### src/rtl/wb_arbiter_pkg.sv
// Shared definitions for the write-back arbiter and its round-robin helper.
package wb_arbiter_pkg;

  localparam int WB_DATA_W = 64;
  localparam int WB_ADDR_W = 5;
  localparam int NUM_SRC   = 3;

  localparam logic [63:0] ZERO64 = 64'h0;

  // Source indices double as bit positions in request/grant vectors.
  typedef enum logic [1:0] {
    SRC_LSU = 2'd0,
    SRC_MDU = 2'd1,
    SRC_ALU = 2'd2
  } src_e;

  // Successor in the circular order LSU -> MDU -> ALU -> LSU.
  function automatic logic [1:0] next_src(input logic [1:0] s);
    return (s >= 2'd2) ? 2'd0 : s + 2'd1;
  endfunction

endpackage

### src/rtl/wb_arbiter_rr_arb3.sv
// Three-way combinational round-robin arbiter: one-hot grant plus the
// pointer value to use after that grant.
module rr_arb3
  import wb_arbiter_pkg::*;
(
  input  logic [2:0] req,
  input  logic [1:0] ptr,
  output logic [2:0] gnt,
  output logic [1:0] next_ptr
);

  logic [1:0] idx;
  logic       found;

  // Walk the sources starting at the pointer; the first requester wins and
  // the pointer moves to the source after it. No request keeps the pointer.
  always_comb begin
    gnt      = 3'b000;
    next_ptr = ptr;
    found    = 1'b0;
    idx      = (ptr > 2'd2) ? 2'd0 : ptr;
    for (int k = 0; k < NUM_SRC; k++) begin
      if (!found && req[idx]) begin
        gnt[idx] = 1'b1;
        next_ptr = next_src(idx);
        found    = 1'b1;
      end
      idx = next_src(idx);
    end
  end

endmodule

### src/rtl/wb_arbiter.sv
// Write-back scheduler: buffers ALU/LSU/MDU results in one slot each and
// drives a single registered regfile write per cycle, round-robin.
module wb_arbiter
  import wb_arbiter_pkg::*;
#(
  parameter int DATA_W = WB_DATA_W,
  parameter int ADDR_W = WB_ADDR_W
) (
  input  logic              clk,
  input  logic              rst,
  input  logic              alu_valid,
  output logic              alu_ready,
  input  logic [ADDR_W-1:0] alu_rd,
  input  logic [DATA_W-1:0] alu_data,
  input  logic              lsu_valid,
  output logic              lsu_ready,
  input  logic [ADDR_W-1:0] lsu_rd,
  input  logic [DATA_W-1:0] lsu_data,
  input  logic              mdu_valid,
  output logic              mdu_ready,
  input  logic [ADDR_W-1:0] mdu_rd,
  input  logic [DATA_W-1:0] mdu_data,
  output logic              rf_wen,
  output logic [ADDR_W-1:0] rf_waddr,
  output logic [DATA_W-1:0] rf_wdata,
  output logic              wb_busy
);

  logic [2:0]        occ;
  logic [2:0]        in_valid;
  logic [2:0]        ready;
  logic [2:0]        gnt;
  logic [1:0]        ptr;
  logic [1:0]        next_ptr;
  logic [ADDR_W-1:0] slot_rd   [NUM_SRC];
  logic [DATA_W-1:0] slot_data [NUM_SRC];
  logic [ADDR_W-1:0] in_rd     [NUM_SRC];
  logic [DATA_W-1:0] in_data   [NUM_SRC];
  logic [ADDR_W-1:0] win_rd;
  logic [DATA_W-1:0] win_data;

  assign in_valid[SRC_LSU] = lsu_valid;
  assign in_valid[SRC_MDU] = mdu_valid;
  assign in_valid[SRC_ALU] = alu_valid;
  assign in_rd[SRC_LSU]    = lsu_rd;
  assign in_rd[SRC_MDU]    = mdu_rd;
  assign in_rd[SRC_ALU]    = alu_rd;
  assign in_data[SRC_LSU]  = lsu_data;
  assign in_data[SRC_MDU]  = mdu_data;
  assign in_data[SRC_ALU]  = alu_data;

  // A slot accepts when empty or when it is being drained this cycle, so a
  // streaming source sees no bubble. Nothing is accepted while in reset.
  assign ready     = rst ? 3'b000 : (~occ | gnt);
  assign lsu_ready = ready[SRC_LSU];
  assign mdu_ready = ready[SRC_MDU];
  assign alu_ready = ready[SRC_ALU];

  // Busy reflects held entries only, never the incoming valids.
  assign wb_busy = !rst && (|occ);

  rr_arb3 u_arb (
    .req      (occ),
    .ptr      (ptr),
    .gnt      (gnt),
    .next_ptr (next_ptr)
  );

  // Select the granted slot's destination and data for the output register.
  always_comb begin
    win_rd   = '0;
    win_data = '0;
    for (int i = 0; i < NUM_SRC; i++) begin
      if (gnt[i]) begin
        win_rd   = slot_rd[i];
        win_data = slot_data[i];
      end
    end
  end

  // Slot storage: a handshake fills a slot (taking priority over the drain
  // of the same slot); a grant without refill empties it.
  always_ff @(posedge clk) begin
    if (rst) begin
      occ <= 3'b000;
    end else begin
      for (int i = 0; i < NUM_SRC; i++) begin
        if (in_valid[i] && ready[i]) begin
          occ[i]       <= 1'b1;
          slot_rd[i]   <= in_rd[i];
          slot_data[i] <= in_data[i];
        end else if (gnt[i]) begin
          occ[i] <= 1'b0;
        end
      end
    end
  end

  // Round-robin pointer and the registered regfile write; x0 targets are
  // consumed without raising the write enable.
  always_ff @(posedge clk) begin
    if (rst) begin
      ptr      <= SRC_LSU;
      rf_wen   <= 1'b0;
      rf_waddr <= '0;
      rf_wdata <= '0;
    end else begin
      ptr    <= next_ptr;
      rf_wen <= (|gnt) && (win_rd != '0);
      if (|gnt) begin
        rf_waddr <= win_rd;
        rf_wdata <= win_data;
      end
    end
  end

endmodule

### config.mk
export PLATFORM = sky130hd
export DESIGN_NAME = wb_arbiter
export DESIGN_NICKNAME = d
export VERILOG_FILES = /design/src/rtl/wb_arbiter_pkg.sv /design/src/rtl/wb_arbiter_rr_arb3.sv /design/src/rtl/wb_arbiter.sv
export SDC_FILE = /design/constraint.sdc
export NUM_CORES = 1
export LEC_CHECK = 0
export ABC_AREA = 1
export CORE_UTILIZATION = 52
export DETAILED_ROUTE_END_ITERATION = 16
export PLACE_DENSITY = 0.95
export SYNTH_ARGS = -nofsm -noshare
export SYNTH_HDL_FRONTEND = slang
export SYNTH_HIERARCHICAL = 1
export SYNTH_SLANG_ARGS = --single-unit
### constraint.sdc
create_clock -name clk -period 14.6 [get_ports clk]
set_input_delay 2.92 -clock clk [delete_from_list [all_inputs] [get_ports clk]]
set_output_delay 2.92 -clock clk [all_outputs]
set_load 0.005 [all_outputs]
; Word-level counts from Yosys, hierarchy flattened
; Memories as Yosys holds them, arrays and structs flattened.
; Cells that the tools add are included.
[word_totals]
regBits = 75
ramBits = 207
input_bits = 212
wordCells = 92
mem_count = 2
[memory_table]
columns = memory, words, width, rd, rd_clocked_by_memory_dff, wr, line
row1 = slot_data, 3, 64, 3, 0, 3, wb_arbiter.sv:36  ; logic [DATA_W-1:0] slot_data [NUM_SRC];
row2 = slot_rd, 3, 5, 3, 0, 3, wb_arbiter.sv:35  ; logic [ADDR_W-1:0] slot_rd [NUM_SRC];
[op_classes]
add_sub_neg = 3
magnitude_cmp = 10
n_mux = 46
bitwise_logic = 4
reduce_logical = 20
[op_table]
columns = operator, count
row1 = $mux W64, 3
row2 = $mux W1, 23
row3 = $mux W5, 3
row4 = $mux W2, 7
row5 = $mux W3, 4
row6 = $logic_and A1 B1 Y1, 10
row7 = $lt A2 B3 Y1 const B, 3
row8 = $or A3 B3 Y3, 3
row9 = $add A2 B1 Y2 const B, 3
row10 = $bmux W1 S2, 3
row11 = $demux W1 S2, 3
row12 = $ge A2 B1 Y1 const B, 3
row13 = $ge A2 B2 Y1 const B, 3
row14 = $reduce_bool A2 Y1, 3
row15 = $reduce_or A3 Y1, 2
row16 = $reduce_bool A5 Y1, 1
row17 = $logic_not A1 Y1, 3
row18 = $not A3 Y3, 1
row19 = $reduce_bool A3 Y1, 1
row20 = $gt A2 B2 Y1 const B, 1

; Depth between registers and ports, before layout
[logic_depth]
word_depth = 18
depth_mapped = 20
mapped_depth_nobuf = 19

; Cells and area by module
; The synthesis kept the hierarchy.
[by_module_without_submodules]
columns = module, instances, cells_per_inst, area_per_inst_um2, seq_area_each_um2
row1 = wb_arbiter, 1, 839, 10231.1, 7717.4
row2 = rr_arb3, 1, 58, 311.5, 0.0

; Worst setup path after synthesis
; Ideal clock, no wire load.
[synth_timing]
path_kind = input-to-reg
startpoint = in rst
endpoint = mem slot_data[0][128] in the netlist's numbering, enable pin
setup_ps = 595
arrival_ps = 8404
required_ps = 14005
slack_ps = 5601
cell_stages = 3
n_path_buf = 2
cell_sequence = clkbuf_1 > clkbuf_1 > nor3b_1
[synth_lines]
columns = item, line
row1 = from (decl), wb_arbiter.sv:10  ; input logic rst,
row2 = to (decl), wb_arbiter.sv:36

; Worst setup path after layout
[layout_timing]
startpoint = in rst
endpoint = out alu_ready
[layout_between]
elab_chain_len = 1
[layout_lines]
columns = item, line
row1 = $mux W3, wb_arbiter.sv:54  ; assign ready = rst ? 3'b000 : (~occ | gnt);
row2 = to (decl), wb_arbiter.sv:12  ; output logic alu_ready,
; No other way between the ends.

==> out/results.ini <==
[clock_tree]
cts-root-buf=clkbuf_16
htree_num_levels=1
clkLatencyLatePin_ns=0.54
ctsHoldBuffers=0
clockBufferDepth=3
cts_tree=yes
cts_num_sinks=282
post-cts-setup-buffers=0
cts_inserted_buffers=28
post_cts_resized=0
clk_pin_slew_ns=0.06

[worst_setup_path]
crit_fanout=74
rrSetupSlack_ns=10.59
endpoint_kind=primary output
critPathKind=in -> out
crit_required_ns=11.68
worstPathArrival_ns=4.40
r2r_start=ptr[0]
r2r_end=rf_wen
reg2reg_depth=16
cp-start-kind=primary input

[power_and_ir_drop]
p_comb_share_pct=30.6
vdd_drop_max_uv=180
p_switching_mw=0.847
p_clk_share_pct=30.2
p_sw_share_pct=32.4
seqPwrFrac_pct=39.2
cellPowerDensity_nw_per_um2=179
intPower_mw=1.76
power.leakage_nw=5.11
p_total_mw=2.61

[synth]
synth-main-ff-cell=edfxtp_1
synth_xor_area_share_pct=0
synth_fa_ha_area_share_pct=0.475
synth_area_leader_cell=edfxtp_1
syn-num-nets=1113
synthSimpleGateAreaFrac_pct=14.6
syn-cell-area_um2=10500
synth_cell_types=30
synth_cells=897
seq_area_frac_synth_pct=73.2
ys_warn_count=6
synth_top_family_by_area=simple AND/OR/NAND/NOR gates
synth-edff-count=207
ys_top_cells_by_count=325 x nand2_1, 207 x edfxtp_1, 75 x dfxtp_1, 75 x o21ai_0, 54 x a31oi_1
synth_area_leaders=edfxtp_1 59%, dfxtp_1 14%, nand2_1 12%, o21ai_0 3.6%, a31oi_1 3.2%
synth_mux_area_share_pct=0
synth_compound_area_share_pct=8.06
async_flop_share_pct=0
synth-seq-cells=282
synth_most_common_cell=nand2_1
synth.avg_cell_area_um2=11.8
synth_top_area_share_pct=59.0

[die]
core_area_um2=19700
rows=51
fp.dieH_um=144
ios=286
die_w_um=144
initial_utilization_pct=53.6
dieArea_um2=20800

[timing]
min_period_ns=7.32
slew_headroom_pct=31.1
setup_viol=0
hold_violations=0
finalSetupTns_ns=0
worst_pin_slew_ns=1.03
max_freq_mhz=137
rsz0062_at_grt=false
clock_skew_ns=0.0164
drv_slew=0
fin_crit_sh_pct=50.1

[cells_and_area]
seqCellArea_um2=7720
antennaDiodeCount=0
layout-drive-gt1-share_pct=6.62
fin_nets=1388
syn_to_final_growth_pct=38.1
nFillCells=1235
finish.utilization_pct=74.1
multiInputGateArea_um2=2470
finalInstanceArea_um2=14600

[placed_design]
dpl-instance-area_um2=13500
portBuffers=285
place_congestion=0.905
hpwl_um=18200

[global_route]
grt_max_degree=75
grt_pass1_wl_um=42900
first_global_vias=8144
antenna_found_initial=2
grt_overflow=0
grtUsageTotal_pct=27.5

[route]
wl_per_cell_um=19.6
wirelength_um=28600
drtIter0Drc=536
first_pass_iters=7
ant_nets=0
drc=0
via_per_inst=5.45
vias=7949

[hold_path]
hp-start=rf_waddr[0]
hold_end=rf_waddr[0]
min_path_type=reg -> reg
whs_path_depth=2

[outcome]
outcome=completed

[flow_run]
max_cap_viol_count=0

[routing by layer]
metal	part of all wire, %	up-vias	track usage (%)
li1	-	3662	-
met1	37	3715	31.9
met2	50	452	47.7
met3	7.6	116	5.33
met4	5.7	4	15.8
met5	0.087	-	0
[registers in the layout, summed over array words and instances, names as in the netlist]
register,cells
rf_wen,1
ptr,2
occ,3
rf_waddr,5
rf_wdata,64
slot_rd,15
slot_data,192
[critical path, stage by stage]
cell and delay, ns:
buf_2 0.08, buf_4 0.63, nor2_1 0.15, clkdlybuf4s50_1 0.50
[stage by stage]
step / hold WS, ns / setup WS [ns] / instances
after global placement: 0.453 / 7.40 / 1407
after CTS: 0.465 / 7.33 / 1459
final: 0.464 / 7.28 / 1459
after floorplan: 0.460 / 5.60 / 897
after global routing: 0.495 / 7.24 / 1459
after detailed placement: 0.455 / 7.37 / 1407
[cells by family (layout without fill, tap and decap cells)]
| logic type | Yosys count | in the layout |
|---|---|---|
| AOI/OAI and AO/OA | 155 | 155 |
| adders and majority gates | 4 | 4 |
| buffers and inverters | 71 | 368 |
| DFF | 282 | 282 |
| and+or+nand+nor | 385 | 385 |
[worst max-delay path by stage]
stage / startpoint / slack [ns] / to / cells past startpoint
floorplan: rst / 5.60 / slot_data[0][128] / 3
global placement: rst / 7.40 / alu_ready / 4
detailed placement: rst / 7.37 / alu_ready / 4
CTS: rst / 7.33 / alu_ready / 4
global route: rst / 7.24 / alu_ready / 4
finish: rst / 7.28 / alu_ready / 4
[power by group through the flow]
stage	Sequential, mW	Combinational (mW)	Clock [mW]
after detailed placement	1.04	0.791	0
after global placement	1.03	0.754	0
final	1.02	0.799	0.788
after CTS	1.02	0.801	0.800
after global routing	1.03	0.884	0.829
after floorplan	1.04	0.504	0
[cells in the final DEF, fill, tap and decap left out, types with 3 or more instances in the layout]
cell and instances:
clkbuf_8 4, o21ai_0 75, edfxtp_1 207, clkbuf_16 29
a31oi_1 54, ha_1 4, inv_1 15, dfxtp_1 75
nor3b_2 3, nand2_1 325, a21oi_1 23, nand3_2 3
or2_2 5, nor2_1 21, nand3_1 21, buf_4 11
clkdlybuf4s50_1 284, clkinv_2 3, clkbuf_1 6, bufinv_16 6
[layout make-up]
type | instances | share of cell area [%]
Clock buffer | 39 | 5.52
Clock inverter | 13 | 1.56
Inverter | 20 | 0.541
Multi-Input combinational cell | 544 | 17.0
Sequential cell | 282 | 53.0
Tap cell | 265 | 2.28
Timing Repair Buffer | 296 | 20.1
(Power assumes the default switching activity.)
